===== config.mk =====
export PLATFORM = sky130hd
export DESIGN_NAME = axi4_lite_reg_bank_flat
export DESIGN_NICKNAME = d
export VERILOG_FILES = /design/src/rtl/axi4_lite_reg_bank_if.sv /design/src/rtl/axi4_lite_reg_bank.sv /design/src/flat_wrapper.sv
export SDC_FILE = /design/constraint.sdc
export NUM_CORES = 1
export LEC_CHECK = 0
export ABC_AREA = 0
export CORE_ASPECT_RATIO = 2
export CORE_UTILIZATION = 26
export DETAILED_ROUTE_END_ITERATION = 16
export GPL_TIMING_DRIVEN = 0
export PLACE_DENSITY_LB_ADDON = 0.15
export SLEW_MARGIN = 20
export SYNTH_ARGS = -nofsm -noshare
export SYNTH_HDL_FRONTEND = slang
export SYNTH_SLANG_ARGS = --single-unit
export TNS_END_PERCENT = 20

===== constraint.sdc =====
create_clock -name ACLK -period 2.67 [get_ports ACLK]
set_clock_uncertainty 0.1 [all_clocks]
set_input_delay 0.6675 -clock ACLK [delete_from_list [all_inputs] [get_ports ACLK]]
set_output_delay 0.6675 -clock ACLK [all_outputs]
set_load 0.1 [all_outputs]

===== src/rtl/axi4_lite_reg_bank_if.sv =====
// Request/response interface between the AXI4-Lite slave front end and the register bank.
// Handshake: send_slave_write/read are one-cycle request pulses accepted only while the bank is idle; each accepted request returns exactly one write_done/read_done pulse with slave_resp (and slave_rdata for reads) valid in that cycle.
interface axi4_lite_reg_bank_if #(
  parameter int DATA_WIDTH    = 32,
  parameter int ADDRESS_WIDTH = 32
);
  logic [ADDRESS_WIDTH-1:0]  slave_addr;
  logic [DATA_WIDTH-1:0]     slave_wdata;
  logic [DATA_WIDTH/8-1:0]   slave_wstrb;
  logic                      send_slave_write;
  logic                      send_slave_read;
  logic [DATA_WIDTH-1:0]     slave_rdata;
  logic                      slave_write_done;
  logic                      slave_read_done;
  logic [1:0]                slave_resp;

  modport master (
    output slave_addr, slave_wdata, slave_wstrb, send_slave_write, send_slave_read,
    input  slave_rdata, slave_write_done, slave_read_done, slave_resp
  );

  modport slave (
    input  slave_addr, slave_wdata, slave_wstrb, send_slave_write, send_slave_read,
    output slave_rdata, slave_write_done, slave_read_done, slave_resp
  );
endinterface


===== src/rtl/axi4_lite_reg_bank.sv =====
// Register bank with NUM_REGS-1 control registers and one read-only status register,
// completing each request after WAIT_CYCLES programmable wait states.
module axi4_lite_reg_bank #(
  parameter int                       DATA_WIDTH    = 32,
  parameter int                       ADDRESS_WIDTH = 32,
  parameter int                       NUM_REGS      = 8,
  parameter logic [ADDRESS_WIDTH-1:0] BASE_ADDR     = '0,
  parameter int                       WAIT_CYCLES   = 1
) (
  input  logic                               ACLK,
  input  logic                               ARESETn,
  axi4_lite_reg_bank_if.slave                bus,
  input  logic [DATA_WIDTH-1:0]              status_in,
  output logic [(NUM_REGS-1)*DATA_WIDTH-1:0] reg_out
);
  localparam int BYTES = DATA_WIDTH / 8;
  localparam int SHIFT = $clog2(BYTES);
  localparam int IDXW  = (NUM_REGS > 1) ? $clog2(NUM_REGS) : 1;
  localparam int NCTRL = NUM_REGS - 1;
  localparam logic [ADDRESS_WIDTH-1:0] NUM_REGS_A = ADDRESS_WIDTH'(NUM_REGS);
  localparam logic [3:0] WAIT_LOAD = 4'(WAIT_CYCLES);

  typedef enum logic [1:0] {S_IDLE, S_WAIT, S_RESP} state_t;

  state_t                   state_q, state_d;
  logic [ADDRESS_WIDTH-1:0] addr_q, addr_d;
  logic [DATA_WIDTH-1:0]    wdata_q, wdata_d;
  logic [BYTES-1:0]         wstrb_q, wstrb_d;
  logic                     is_write_q, is_write_d;
  logic                     pending_read_q, pending_read_d;
  logic [3:0]               cnt_q, cnt_d;
  logic [DATA_WIDTH-1:0]    rdata_q, rdata_d;
  logic                     write_done_q, write_done_d;
  logic                     read_done_q, read_done_d;
  logic [1:0]               resp_q, resp_d;
  logic [DATA_WIDTH-1:0]    regs_q [NCTRL];
  logic [DATA_WIDTH-1:0]    regs_d [NCTRL];

  logic [ADDRESS_WIDTH-1:0] acc_addr, offset, index;
  logic [DATA_WIDTH-1:0]    acc_wdata, rd_val;
  logic [BYTES-1:0]         acc_wstrb;
  logic                     acc_write, in_range, is_status;
  logic [IDXW-1:0]          idx;

  always_comb begin
    state_d        = state_q;
    addr_d         = addr_q;
    wdata_d        = wdata_q;
    wstrb_d        = wstrb_q;
    is_write_d     = is_write_q;
    pending_read_d = pending_read_q;
    cnt_d          = cnt_q;
    rdata_d        = rdata_q;
    resp_d         = resp_q;
    regs_d         = regs_q;
    write_done_d   = 1'b0;
    read_done_d    = 1'b0;

    // In IDLE with WAIT_CYCLES=0 the access executes on the capture edge, so use the bus directly.
    acc_addr  = (state_q == S_IDLE) ? bus.slave_addr  : addr_q;
    acc_wdata = (state_q == S_IDLE) ? bus.slave_wdata : wdata_q;
    acc_wstrb = (state_q == S_IDLE) ? bus.slave_wstrb : wstrb_q;
    case (state_q)
      S_IDLE:  acc_write = bus.send_slave_write;
      S_WAIT:  acc_write = is_write_q;
      default: acc_write = 1'b0;
    endcase

    case (state_q)
      S_IDLE: begin
        if (bus.send_slave_write || bus.send_slave_read) begin
          addr_d         = bus.slave_addr;
          wdata_d        = bus.slave_wdata;
          wstrb_d        = bus.slave_wstrb;
          is_write_d     = bus.send_slave_write;
          pending_read_d = bus.send_slave_write && bus.send_slave_read;
          cnt_d          = WAIT_LOAD;
          state_d        = (WAIT_CYCLES == 0) ? S_RESP : S_WAIT;
        end
      end
      S_WAIT: begin
        if (cnt_q == 4'd1) state_d = S_RESP;
        else cnt_d = cnt_q - 4'd1;
      end
      default: begin
        if (pending_read_q) begin
          // The held read restarts with full latency at the captured address.
          pending_read_d = 1'b0;
          is_write_d     = 1'b0;
          cnt_d          = WAIT_LOAD;
          state_d        = (WAIT_CYCLES == 0) ? S_RESP : S_WAIT;
        end else begin
          state_d = S_IDLE;
        end
      end
    endcase

    offset    = acc_addr - BASE_ADDR;
    index     = offset >> SHIFT;
    in_range  = (acc_addr >= BASE_ADDR) && (index < NUM_REGS_A);
    idx       = index[IDXW-1:0];
    is_status = (idx == IDXW'(NCTRL));

    rd_val = '0;
    if (in_range && is_status) rd_val = status_in;
    for (int r = 0; r < NCTRL; r++) begin
      if (in_range && idx == IDXW'(r)) rd_val = regs_q[r];
    end

    if (state_d == S_RESP) begin
      if (acc_write) begin
        write_done_d = 1'b1;
        if (!in_range)      resp_d = 2'b11;
        else if (is_status) resp_d = 2'b10;
        else begin
          resp_d = 2'b00;
          for (int r = 0; r < NCTRL; r++) begin
            if (idx == IDXW'(r)) begin
              for (int b = 0; b < BYTES; b++) begin
                if (acc_wstrb[b]) regs_d[r][8*b +: 8] = acc_wdata[8*b +: 8];
              end
            end
          end
        end
      end else begin
        read_done_d = 1'b1;
        resp_d      = in_range ? 2'b00 : 2'b11;
        rdata_d     = rd_val;
      end
    end
  end

  always_ff @(posedge ACLK or negedge ARESETn) begin
    if (!ARESETn) begin
      state_q        <= S_IDLE;
      addr_q         <= '0;
      wdata_q        <= '0;
      wstrb_q        <= '0;
      is_write_q     <= 1'b0;
      pending_read_q <= 1'b0;
      cnt_q          <= '0;
      rdata_q        <= '0;
      write_done_q   <= 1'b0;
      read_done_q    <= 1'b0;
      resp_q         <= 2'b00;
      for (int r = 0; r < NCTRL; r++) regs_q[r] <= '0;
    end else begin
      state_q        <= state_d;
      addr_q         <= addr_d;
      wdata_q        <= wdata_d;
      wstrb_q        <= wstrb_d;
      is_write_q     <= is_write_d;
      pending_read_q <= pending_read_d;
      cnt_q          <= cnt_d;
      rdata_q        <= rdata_d;
      write_done_q   <= write_done_d;
      read_done_q    <= read_done_d;
      resp_q         <= resp_d;
      regs_q         <= regs_d;
    end
  end

  always_comb begin
    reg_out = '0;
    for (int r = 0; r < NCTRL; r++) reg_out[r*DATA_WIDTH +: DATA_WIDTH] = regs_q[r];
  end

  assign bus.slave_rdata      = rdata_q;
  assign bus.slave_write_done = write_done_q;
  assign bus.slave_read_done  = read_done_q;
  assign bus.slave_resp       = resp_q;
endmodule


===== src/flat_wrapper.sv =====
// flat-port wrapper written by rule: the top's interface ports become plain ports
module axi4_lite_reg_bank_flat 
#(
  parameter int                       DATA_WIDTH    = 32,
  parameter int                       ADDRESS_WIDTH = 32,
  parameter int                       NUM_REGS      = 8,
  parameter logic [ADDRESS_WIDTH-1:0] BASE_ADDR     = '0,
  parameter int                       WAIT_CYCLES   = 1
)
  (ACLK, ARESETn, status_in, reg_out, bus_slave_addr, bus_slave_wdata, bus_slave_wstrb, bus_send_slave_write, bus_send_slave_read, bus_slave_rdata, bus_slave_write_done, bus_slave_read_done, bus_slave_resp);
  axi4_lite_reg_bank_if #(.DATA_WIDTH(DATA_WIDTH), .ADDRESS_WIDTH(ADDRESS_WIDTH)) bus_i ();
  input  logic ACLK;
  input  logic ARESETn;
  input  logic [DATA_WIDTH-1:0] status_in;
  output logic [(NUM_REGS-1)*DATA_WIDTH-1:0] reg_out;
  input wire logic [$bits(bus_i.slave_addr)-1:0] bus_slave_addr;
  input wire logic [$bits(bus_i.slave_wdata)-1:0] bus_slave_wdata;
  input wire logic [$bits(bus_i.slave_wstrb)-1:0] bus_slave_wstrb;
  input wire logic [$bits(bus_i.send_slave_write)-1:0] bus_send_slave_write;
  input wire logic [$bits(bus_i.send_slave_read)-1:0] bus_send_slave_read;
  output wire logic [$bits(bus_i.slave_rdata)-1:0] bus_slave_rdata;
  output wire logic [$bits(bus_i.slave_write_done)-1:0] bus_slave_write_done;
  output wire logic [$bits(bus_i.slave_read_done)-1:0] bus_slave_read_done;
  output wire logic [$bits(bus_i.slave_resp)-1:0] bus_slave_resp;
  assign bus_i.slave_addr = bus_slave_addr;
  assign bus_i.slave_wdata = bus_slave_wdata;
  assign bus_i.slave_wstrb = bus_slave_wstrb;
  assign bus_i.send_slave_write = bus_send_slave_write;
  assign bus_i.send_slave_read = bus_send_slave_read;
  assign bus_slave_rdata = bus_i.slave_rdata;
  assign bus_slave_write_done = bus_i.slave_write_done;
  assign bus_slave_read_done = bus_i.slave_read_done;
  assign bus_slave_resp = bus_i.slave_resp;
  axi4_lite_reg_bank #(.DATA_WIDTH(DATA_WIDTH), .ADDRESS_WIDTH(ADDRESS_WIDTH), .NUM_REGS(NUM_REGS), .BASE_ADDR(BASE_ADDR), .WAIT_CYCLES(WAIT_CYCLES)) u_core (.ACLK(ACLK), .ARESETn(ARESETn), .bus(bus_i), .status_in(status_in), .reg_out(reg_out));
endmodule

==> out/metrics.cfg, run 1 <==
[status]
status = finished, violations left
violations = negative setup slack

[drt]
wirelength_mm = 69.4
wl_met2_mm = 35.8
vias = 13133
via_per_inst = 5.12
drt_first_pass_iters = 5
drtAntennaViolNets = 0
wl_met1_mm = 25.6
wl_per_cell_um = 27.0
top_layer_used = met5
drc = 0
met3_length_mm = 4.56
dr.first_iter.drc_count = 818

[sta]
tightestPinTransition_ps = 1110
rsz0062_at_grt = yes
slew_violations = 0
slew_headroom = 0.264
fin_tns_setup_ps = -3530
fin_crit_sh = 1.04
fin_crit_ps = 2770
worst_slack_ps = -97.5
hold_slack_ps = 344
hold_viol_final = 0
finalSetupViolations = 77
clock.fmax_ghz = 0.361

[die]
die_h_um = 343
die_w_um = 173
core_area_um2 = 57200
start_util = 0.264
ioPinCount = 364
die_area_um2 = 59200
rows = 124

[critical_path]
required_ps = 2990
r2r-start = u_core.state_q[0]
r2r_cells = 13
start_kind = flip-flop
rrSetupSlack_ps = -100
r2r_end = u_core.reg_out[93]
worstSetupPathType = reg2reg
cp.arrival_ps = 3090
crit_path_start = u_core.state_q[0]
cp-end-kind = flip-flop
critPathMaxFanout = 8

[flow_run]
max_cap_viol_count = 0

[layout]
final_common_cell = dfrtp_1
drive_gt1_frac = 0.285
nets = 1890
layout_common_cells = dfrtp_1, dlygate4sd2_1, nand2_1
area_growth_pct = 52.0
fin_util = 0.402

[cts]
cts_tree = yes
root_buffer = clkbuf_16
insertion_delay_ps = 550
numCtsBuffers = 35
cts_buffer_depth = 3
cts_sinks = 334
h-tree-depth = 2
clkSlewWorstSetupHoldPaths_ps = 70

[min_path]
min_path_type = in2reg
hp-start = bus_slave_addr[24]
hold_depth = 2
min_to = u_core.addr_q[24]

[yosys]
synth-edff-count = 0
ys_types = 58
synth-main-ff-cell = dfrtp_1
yosysWarnings = 0
syn_area_per_cell_um2 = 11.5
synth_area_um2 = 15100
synthCells = 1315
yosysSeqAreaShare = 0.553
ys_seq_elements = 334
synthArstFlopShare = 1.00
synth_fp_nets = 1421

[global_routing]
grt_max_degree = 84
antenna_found_initial = 6
grt_overflow = 0
grt_pass1_wl_mm = 99.8
grt.total_usage = 0.233
grt_pass1_vias = 14144

[pwr]
total_power_mw = 18.9
p_leak_nw = 11.1
ir_drop_uv = 471
powerDensity_nw_per_um2 = 822

[placement]
gp_congestion = 0.805
port_buffers = 361
hpwlAfterDp_mm = 51.5

[cells by family (layout without fill, tap and decap cells)]
family,after synthesis,count (layout),synth area share
other,0,2,0
buffers and inverters,109,602,0.0305
adders and majority gates,2,2,0.00165
DFF,334,334,0.553
xor gates and xnor gates,2,2,0.00116
and+or+nand+nor,339,339,0.124
muxes,220,220,0.160
AOI/OAI and AO/OA,309,309,0.129
[synth_stat cells (2+ instances only)]
library cell | n | share of area
nor4_1 | 11 | 0.0045
or3b_2 | 4 | 0.0023
o21ai_1 | 4 | 0.0013
o21ai_0 | 83 | 0.027
or3_1 | 3 | 0.0012
nor3_1 | 63 | 0.021
dfrtp_1 | 334 | 0.55
o22a_1 | 29 | 0.017
mux2_1 | 2 | 0.0015
clkbuf_1 | 57 | 0.014
nor4b_1 | 2 | 0.0012
ha_1 | 2 | 0.0017
nand4_1 | 4 | 0.0017
buf_2 | 21 | 0.0069
nand3_1 | 2 | 0.00066
a21oi_1 | 83 | 0.027
nor3_2 | 8 | 0.0053
a31oi_1 | 3 | 0.0012
nor3_4 | 15 | 0.016
inv_1 | 22 | 0.0055
o221ai_1 | 32 | 0.019
o22ai_1 | 30 | 0.012
or4_1 | 2 | 0.00099
nor2_4 | 2 | 0.0015
a2bb2oi_1 | 3 | 0.0017
nand2_1 | 115 | 0.029
nor2_1 | 67 | 0.017
mux2i_1 | 42 | 0.028
buf_1 | 3 | 0.00074
nor2b_1 | 2 | 0.00083
and4_1 | 28 | 0.016
or3_4 | 2 | 0.0015
mux2_2 | 175 | 0.13
a22oi_1 | 32 | 0.016
buf_4 | 5 | 0.0025
[where the power goes]
part	internal, mW	switching [mW]	total (mW)
combinational	2.89	4.96	7.85
sequential	5.64	0.398	6.04
clock	2.86	2.14	5.00
[critical path, cell delays in order, from the launching register on]
cell	delay, ps
dfrtp_1	370
buf_6	130
nor2_4	130
buf_12	130
buf_8	100
buf_6	90
nand4_1	130
nand2_4	170
o211ai_1	260
buf_6	240
buf_6	120
nor3_4	200
buf_12	170
mux2_4	300
[registers in the layout, indices dropped and copies added (netlist names)]
name / cells
u_core.cnt_q: 4
u_core.is_write_q: 1
u_core.state_q: 2
u_core.pending_read_q: 1
u_core.wstrb_q: 4
u_core.bus.slave_write_done: 1
u_core.bus.slave_rdata: 32
u_core.bus.slave_resp: 2
u_core.addr_q: 30
u_core.wdata_q: 32
u_core.bus.slave_read_done: 1
u_core.reg_out: 224
[worst max path at each step]
stage,slack [ps],end
2_1_floorplan,-110,u_core.reg_out[184]
3_3_place_gp,-14370,u_core.addr_q[16]
3_5_place_dp,-1560,u_core.bus.slave_rdata[23]
4_1_cts,-120,u_core.reg_out[215]
5_1_grt,-180,u_core.reg_out[211]
6_report,-100,u_core.reg_out[93]
[area by class of cell]
cell class                 count  area, um2
fill                        5593      34300
sequential                   334       8360
multi-input combinational    872       7410
timing repair buffer         437       4260
clock buffer                  57       1080
tap                          756        946
buffer                        82        792
inverter                      22       82.6
clock inverter                 4       45.0
antenna                        2       5.00
[stage by stage]
stage / worst slack (ps) / std cells / cell area (um2)
floorplan: -106 / 1315 / 15200
global placement: -14370 / 2432 / 19800
detailed placement: -1560 / 2436 / 19900
CTS: -117 / 2556 / 22700
global route: -176 / 2566 / 23000
finish: -97.5 / 2566 / 23000
[repair_timing]
| item | in CTS | in global routing |
|---|---|---|
| setup buffers | 60 | 9 |
| endpoints found under the setup margin | 589 | 257 |
| endpoints found under the hold margin | 63 | 0 |
| hold buffers | 1 | 0 |
| pin swaps | 57 | 42 |
| gates cloned | 3 | 0 |
| gates resized for setup | 619 | 96 |
[routing by layer]
layer | GRT usage | up-vias
met5 | 0 | -
met4 | 0.115 | 8
met1 | 0.256 | 6714
met2 | 0.417 | 507
met3 | 0.0556 | 141
li1 | - | 5763
Power figures use the tool's default switching activity.
==> run 2, diff against run 1 <==
--- a/config.mk
+++ b/config.mk
@@ -10,6 +10,7 @@
 export CORE_UTILIZATION = 26
 export DETAILED_ROUTE_END_ITERATION = 16
 export GPL_TIMING_DRIVEN = 0
+export HOLD_SLACK_MARGIN = 0.03
 export PLACE_DENSITY_LB_ADDON = 0.15
 export SLEW_MARGIN = 20
 export SYNTH_ARGS = -nofsm -noshare
==> constraint.sdc (replaced) <==
create_clock -name ACLK -period 2.67 [get_ports ACLK]
set_clock_uncertainty 0.1 [all_clocks]
set_input_delay 0.267 -clock ACLK [delete_from_list [all_inputs] [get_ports ACLK]]
set_output_delay 0.267 -clock ACLK [all_outputs]
set_load 0.1 [all_outputs]
==> run 2 against run 1 <==
Against the previous run:
- the run still ends with negative setup slack left
- cell area shrank 0.37%
- non-clock buffer count fell by 8
- utilization decreased by 0.15 points
- worst setup slack improved by 36 ps
- total power did not move
- register-to-register slack better by 40 ps
- critical path type unchanged
- largest cell class unchanged
==> out/metrics.cfg, run 2 (same netlist as run 1, synthesis figures left out) <==
[cts]
clkSlewWorstSetupHoldPaths_ps = 70  ; about the same
root_buffer = clkbuf_16
insertion_delay_ps = 560  ; about the same
cts_buffer_depth = 3  ; unchanged
h-tree-depth = 2  ; unchanged
cts_tree = yes
numCtsBuffers = 36  ; +2.9%
cts_sinks = 334  ; unchanged

[layout]
nets = 1883  ; -0.37%
fillers = 5524  ; -1.2%
layout_common_cells = clkdlybuf4s50_1, dfrtp_1, nand2_1
largest_reg_flops = 224  ; unchanged
final-seq-area_um2 = 8360  ; unchanged
final_common_cell = clkdlybuf4s50_1
area_growth_pct = 51.4
drive_gt1_frac = 0.272  ; -0.0132
multiInputGateArea_um2 = 7140  ; -3.7%

[critical_path]
rrSetupSlack_ps = -60  ; +40 ps
r2r_end = u_core.reg_out[82]
cp-end-kind = flip-flop
worstSetupPathType = reg2reg
cp_slowest_stage_delay_ps = 480  ; +110 ps
cp.arrival_ps = 3060  ; -30 ps
critPathMaxFanout = 8  ; unchanged
path_delay_family = simple AND/OR/NAND/NOR gates
start_kind = flip-flop
r2r-start = u_core.state_q[0]
setup.worst_path.end = u_core.reg_out[82]
slowest_stage = or3_4
critical_path.cell_chain = buf_6 -> nor2_4 -> buf_12 -> mux2i_4 -> nor2_2 -> buf_6 -> or3_4 -> nor3_4 -> buf_12 -> mux2_4
r2r_cells = 10  ; -3
required_ps = 2990  ; about the same
path_buf_inv = 4  ; -3
path_depth = 10  ; -3
crit_path_start = u_core.state_q[0]

[status]
status = finished, violations left
violations = negative setup slack

[drt]
wl_per_cell_um = 26.6  ; -1.8%
drtAntennaViolNets = 0  ; unchanged
drc = 0  ; unchanged
dr.first_iter.drc_count = 813  ; -0.61%
wirelength_mm = 68.1  ; -1.9%
via_per_inst = 5.11  ; -0.20%
vias = 13091  ; -0.32%
drt_first_pass_iters = 5  ; unchanged

[die]
start_util = 0.264  ; unchanged
die_w_um = 173  ; unchanged
ioPinCount = 364  ; unchanged
die_h_um = 343  ; unchanged
die_area_um2 = 59200  ; unchanged
core_area_um2 = 57200  ; unchanged
rows = 124  ; unchanged

[sta]
finalSetupViolations = 103  ; +34%
slew_violations = 0  ; unchanged
rsz0062_at_grt = yes
fin_tns_setup_ps = -2940  ; +588 ps
worst_slack_ps = -61.6  ; +35.9 ps
fin_crit_sh = 1.02  ; -0.0135
fin_crit_ps = 2730  ; -35.9 ps
slew_headroom = 0.243  ; -0.0206
clock.fmax_ghz = 0.366  ; +1.3%
tightestPinTransition_ps = 1130  ; +23.0 ps
hold_viol_final = 0  ; unchanged
hold_slack_ps = 173  ; -171 ps

[placement]
gp_congestion = 0.810  ; +0.60%
port_buffers = 361  ; unchanged
post-place-ws_ps = -1390  ; +168 ps
hpwlAfterDp_mm = 50.8  ; -1.4%

[pwr]
powerDensity_nw_per_um2 = 825  ; +0.37%
ir_drop_uv = 631  ; +34%
p_leak_nw = 9.80  ; -12%
total_power_mw = 18.9  ; unchanged

[global_routing]
grt_pass1_wl_mm = 97.4  ; -2.5%
grt_max_degree = 92  ; +9.5%
grt_pass1_vias = 13729  ; -2.9%
antenna_found_initial = 10  ; +4
grt.total_usage = 0.227  ; -0.00556
grt_overflow = 0  ; unchanged

[flow_run]
max_cap_viol_count = 0  ; unchanged

[min_path]
min_path_type = in2async

[run 2: cell types whose count changed in the layout (fill, tap and decap cells not counted), moves of 14 or more]
cell / previous run / this run
clkdlybuf4s50_1: 82 / 360
dlygate4sd2_1: 250 / 0
mux2_2: 77 / 97
mux2_4: 100 / 80
clkdlybuf4s15_1: 14 / 0
[run 2: power breakdown]
group / internal (mW) / total [mW] / switching, mW
clock: 2.97 / 5.19 / 2.23
combinational: 2.88 / 7.66 / 4.78
sequential: 5.64 / 6.03 / 0.391
[run 2: layout make-up]
| cell class | count | area share |
|---|---|---|
| diodes | 3 | 0.000328 |
| clock inverters | 15 | 0.00765 |
| flip-flops and latches | 334 | 0.365 |
| well taps | 756 | 0.0413 |
| multi-input cells | 872 | 0.312 |
| inverters | 22 | 0.00361 |
| plain buffers | 81 | 0.0315 |
| clock buffers | 50 | 0.0442 |
| repair buffers | 430 | 0.195 |
[run 2: per-stage QoR]
step,area [um2],util,cells
floorplan,15100,-,1315
global placement,19700,0.344,2432
detailed placement,19800,0.346,2435
CTS,22500,0.393,2542
global route,22900,0.400,2561
finish,22900,0.400,2563
[run 2: layer usage]
| metal | vias to the layer above | wire (um) | global-route usage |
|---|---|---|---|
| met4 | 16 | 2960 | 0.0965 |
| met1 | 6645 | 25200 | 0.249 |
| met5 | - | 103 | 0 |
| met2 | 505 | 35400 | 0.414 |
| met3 | 134 | 4430 | 0.0544 |
| li1 | 5791 | - | - |
[run 2: repair_timing]
item                                    in CTS  in global routing
resized for setup                          273                 70
endpoints found under the hold margin       71                  0
hold buffers                                 1                  0
pin swaps                                   37                 29
cloned                                       0                  1
endpoints found under the setup margin     328                266
setup buffers                               45                 19
[run 2: how the worst min path moves through the flow]
| stage | endpoint | cells past startpoint |
|---|---|---|
| after detailed placement | u_core.addr_q[12] | 1 |
| final | u_core.addr_q[12] | 2 |
| after global routing | u_core.addr_q[12] | 2 |
| after floorplan | u_core.addr_q[10] | 0 |
| after global placement | u_core.is_write_q | 1 |
| after CTS | u_core.addr_q[7] | 2 |
==> run 3, diff against run 2 <==
--- a/config.mk
+++ b/config.mk
@@ -6,13 +6,13 @@
 export NUM_CORES = 1
 export LEC_CHECK = 0
 export ABC_AREA = 0
-export CORE_ASPECT_RATIO = 2
+export CAP_MARGIN = 20
+export CORE_ASPECT_RATIO = 1.1
 export CORE_UTILIZATION = 26
 export DETAILED_ROUTE_END_ITERATION = 16
 export GPL_TIMING_DRIVEN = 0
 export HOLD_SLACK_MARGIN = 0.03
 export PLACE_DENSITY_LB_ADDON = 0.15
-export SLEW_MARGIN = 20
 export SYNTH_ARGS = -nofsm -noshare
 export SYNTH_HDL_FRONTEND = slang
 export SYNTH_SLANG_ARGS = --single-unit
==> run 3 against run 2 <==
Against the previous run:
- the flow still finishes with violations (negative setup slack)
- sequential share of layout area up 0.13 points
- non-clock buffer count down 1
- die area about the same
- global-route usage down 0.10 points
- cell area down 0.38%
- largest power group unchanged
- cell count up 0.16%
- total power up 2.5%
- first-iteration DRC count unchanged
==> out/metrics.cfg, run 3 (same netlist as run 1, synthesis figures left out) <==
[placement]
post-place-cells = 2436  ; +0.041%
placed_cell_area_um2 = 19800  ; +0.18%
gp_congestion = 0.809  ; -0.12%
hpwlAfterDp_mm = 48.6  ; -4.3%
port_buffers = 361  ; unchanged

[critical_path]
critPathMaxFanout = 6  ; -2
worstSetupPathType = reg2reg
path_buf_inv = 5  ; +1
cp-end-kind = flip-flop
cp_slowest_stage_delay_ps = 430  ; -50 ps
critical_path.cell_chain = inv_2 -> ha_4 -> or3b_4 -> nor2b_1 -> buf_4 -> nand2_4 -> buf_12 -> or3_4 -> nor3_4 -> buf_6 -> buf_8 -> a21oi_1
rrSetupSlack_ps = -90  ; -30 ps
required_ps = 2980  ; about the same
r2r-start = u_core.cnt_q[1]
slowest_stage = or3_4
start_kind = flip-flop
r2r_end = u_core.reg_out[201]
cp.arrival_ps = 3070  ; about the same
r2r_cells = 12  ; +2
path_delay_family = simple AND/OR/NAND/NOR gates

[pwr]
p_leak_nw = 9.86  ; +0.66%
p_seq_frac = 0.311  ; -0.008
clkPwrFrac = 0.300  ; +0.025
powerDensity_nw_per_um2 = 849  ; +2.9%
pwr-share-comb = 0.390  ; -0.016
switching_power_mw = 7.36  ; -0.43%
total_power_mw = 19.4  ; +2.5%
power.share.switching = 0.380  ; -0.0112
intPower_mw = 12.0  ; +4.4%
ir_drop_uv = 430  ; -32%

[die]
ioPinCount = 364  ; unchanged
die_w_um = 232  ; +34%
rows = 92  ; -26%
die_area_um2 = 59200  ; about the same
die_h_um = 255  ; -26%
start_util = 0.263  ; -0.000875
core_area_um2 = 57400  ; +0.33%

[sta]
fin_crit_ps = 2760  ; +25.4 ps
worst_slack_ps = -87.0  ; -25.4 ps
hold_viol_final = 0  ; unchanged
fin_crit_sh = 1.03  ; +0.00953
fin_tns_setup_ps = -1090  ; +1850 ps
slew_violations = 0  ; unchanged
rsz0062_at_grt = yes
tightestPinTransition_ps = 1120  ; -14.6 ps
clock.fmax_ghz = 0.363  ; -0.92%
slew_headroom = 0.253  ; +0.00976
finalSetupViolations = 47  ; -54%

[flow_run]
max_cap_viol_count = 0  ; unchanged

[drt]
drt_first_pass_iters = 5  ; unchanged
wirelength_mm = 67.6  ; -0.74%
dr.first_iter.drc_count = 813  ; unchanged
via_per_inst = 5.04  ; -1.4%
drtAntennaViolNets = 0  ; unchanged
vias = 12925  ; -1.3%
drc = 0  ; unchanged
wl_per_cell_um = 26.3  ; -0.89%

[layout]
nets = 1886  ; +0.16%
drive_gt1_frac = 0.263  ; -0.00893
final_area_um2 = 22800  ; -0.38%
fin_util = 0.397  ; -0.00285
layout_common_cells = clkdlybuf4s50_1, dfrtp_1, mux2_2
area_growth_pct = 50.8
final_cells = 2567  ; +0.16%
largest_reg_flops = 224  ; unchanged
final_common_cell = clkdlybuf4s50_1

[cts]
cts_buffer_depth = 3  ; unchanged
cts_tree = yes
root_buffer = clkbuf_16
clkSlewWorstSetupHoldPaths_ps = 70  ; about the same
h-tree-depth = 2  ; unchanged
insertion_delay_ps = 570  ; about the same
cts_sinks = 334  ; unchanged
numCtsBuffers = 40  ; +11%

[global_routing]
grt_max_degree = 115  ; +25%
antenna_found_initial = 4  ; -6
grt.total_usage = 0.226  ; -0.00104
grt_pass1_wl_mm = 96.6  ; -0.79%
grt_overflow = 0  ; unchanged
grt_pass1_vias = 13621  ; -0.79%

[min_path]
min_to = u_core.wdata_q[11]
hp-start = bus_slave_wdata[11]
min_path_type = in2reg
hold_depth = 2

[status]
violations = negative setup slack
status = finished, violations left

run 3: layout make-up:
type                            instances  area [um2]
Antenna cell                            3        7.51
Sequential cell                       334        8360
Fill cell                            5527       34600
Multi-Input combinational cell        872        6950
Timing Repair Buffer                  430        4410
Clock inverter                         15         221
Inverter                               22        82.6
Tap cell                              752         941
Clock buffer                           59        1150
Buffer                                 80         691
run 3: power groups by stage:
stage | registers (mW) | logic, mW | clock network [mW]
detailed placement | 6.04 | 6.50 | 0
global route | 6.08 | 8.08 | 6.10
floorplan | 6.03 | 3.83 | 0
finish | 6.02 | 7.54 | 5.80
global placement | 6.03 | 6.35 | 0
CTS | 5.99 | 7.26 | 5.93
run 3: how the worst max path moves through the flow:
stage | start | endpoint | slack, ps | depth (start not counted)
floorplan | u_core.cnt_q[1] | u_core.reg_out[142] | -20 | 12
global route | u_core.cnt_q[1] | u_core.reg_out[206] | -200 | 13
detailed placement | bus_slave_addr[19] | u_core.bus.slave_rdata[24] | -1380 | 10
global placement | ARESETn | u_core.wdata_q[4] | -14260 | 1
finish | u_core.cnt_q[1] | u_core.reg_out[201] | -90 | 12
CTS | u_core.cnt_q[1] | u_core.reg_out[26] | -140 | 11
run 3: timing repair:
item,in CTS,in global routing
hold endpoints to repair,107,0
hold buffers,1,0
setup buffers,45,15
cloned,0,1
pin swaps,33,52
setup endpoints to repair,328,253
resized for setup,224,99
run 3: stage by stage:
stage               hold WS [ps]  worst slack, ps
CTS                          208             -135
global placement             382           -14260
finish                       243            -87.0
floorplan                   -129            -24.9
global route                 251             -200
detailed placement           330            -1380
run 3: per-layer routing:
layer / GRT usage / wire (um) / part of all wire / up-vias
li1: - / - / - / 5789
met1: 0.284 / 28300 / 0.42 / 6623
met2: 0.390 / 33600 / 0.50 / 436
met3: 0.0531 / 4330 / 0.064 / 73
met4: 0.0532 / 1250 / 0.018 / 4
met5: 0 / 24 / 0.00036 / -
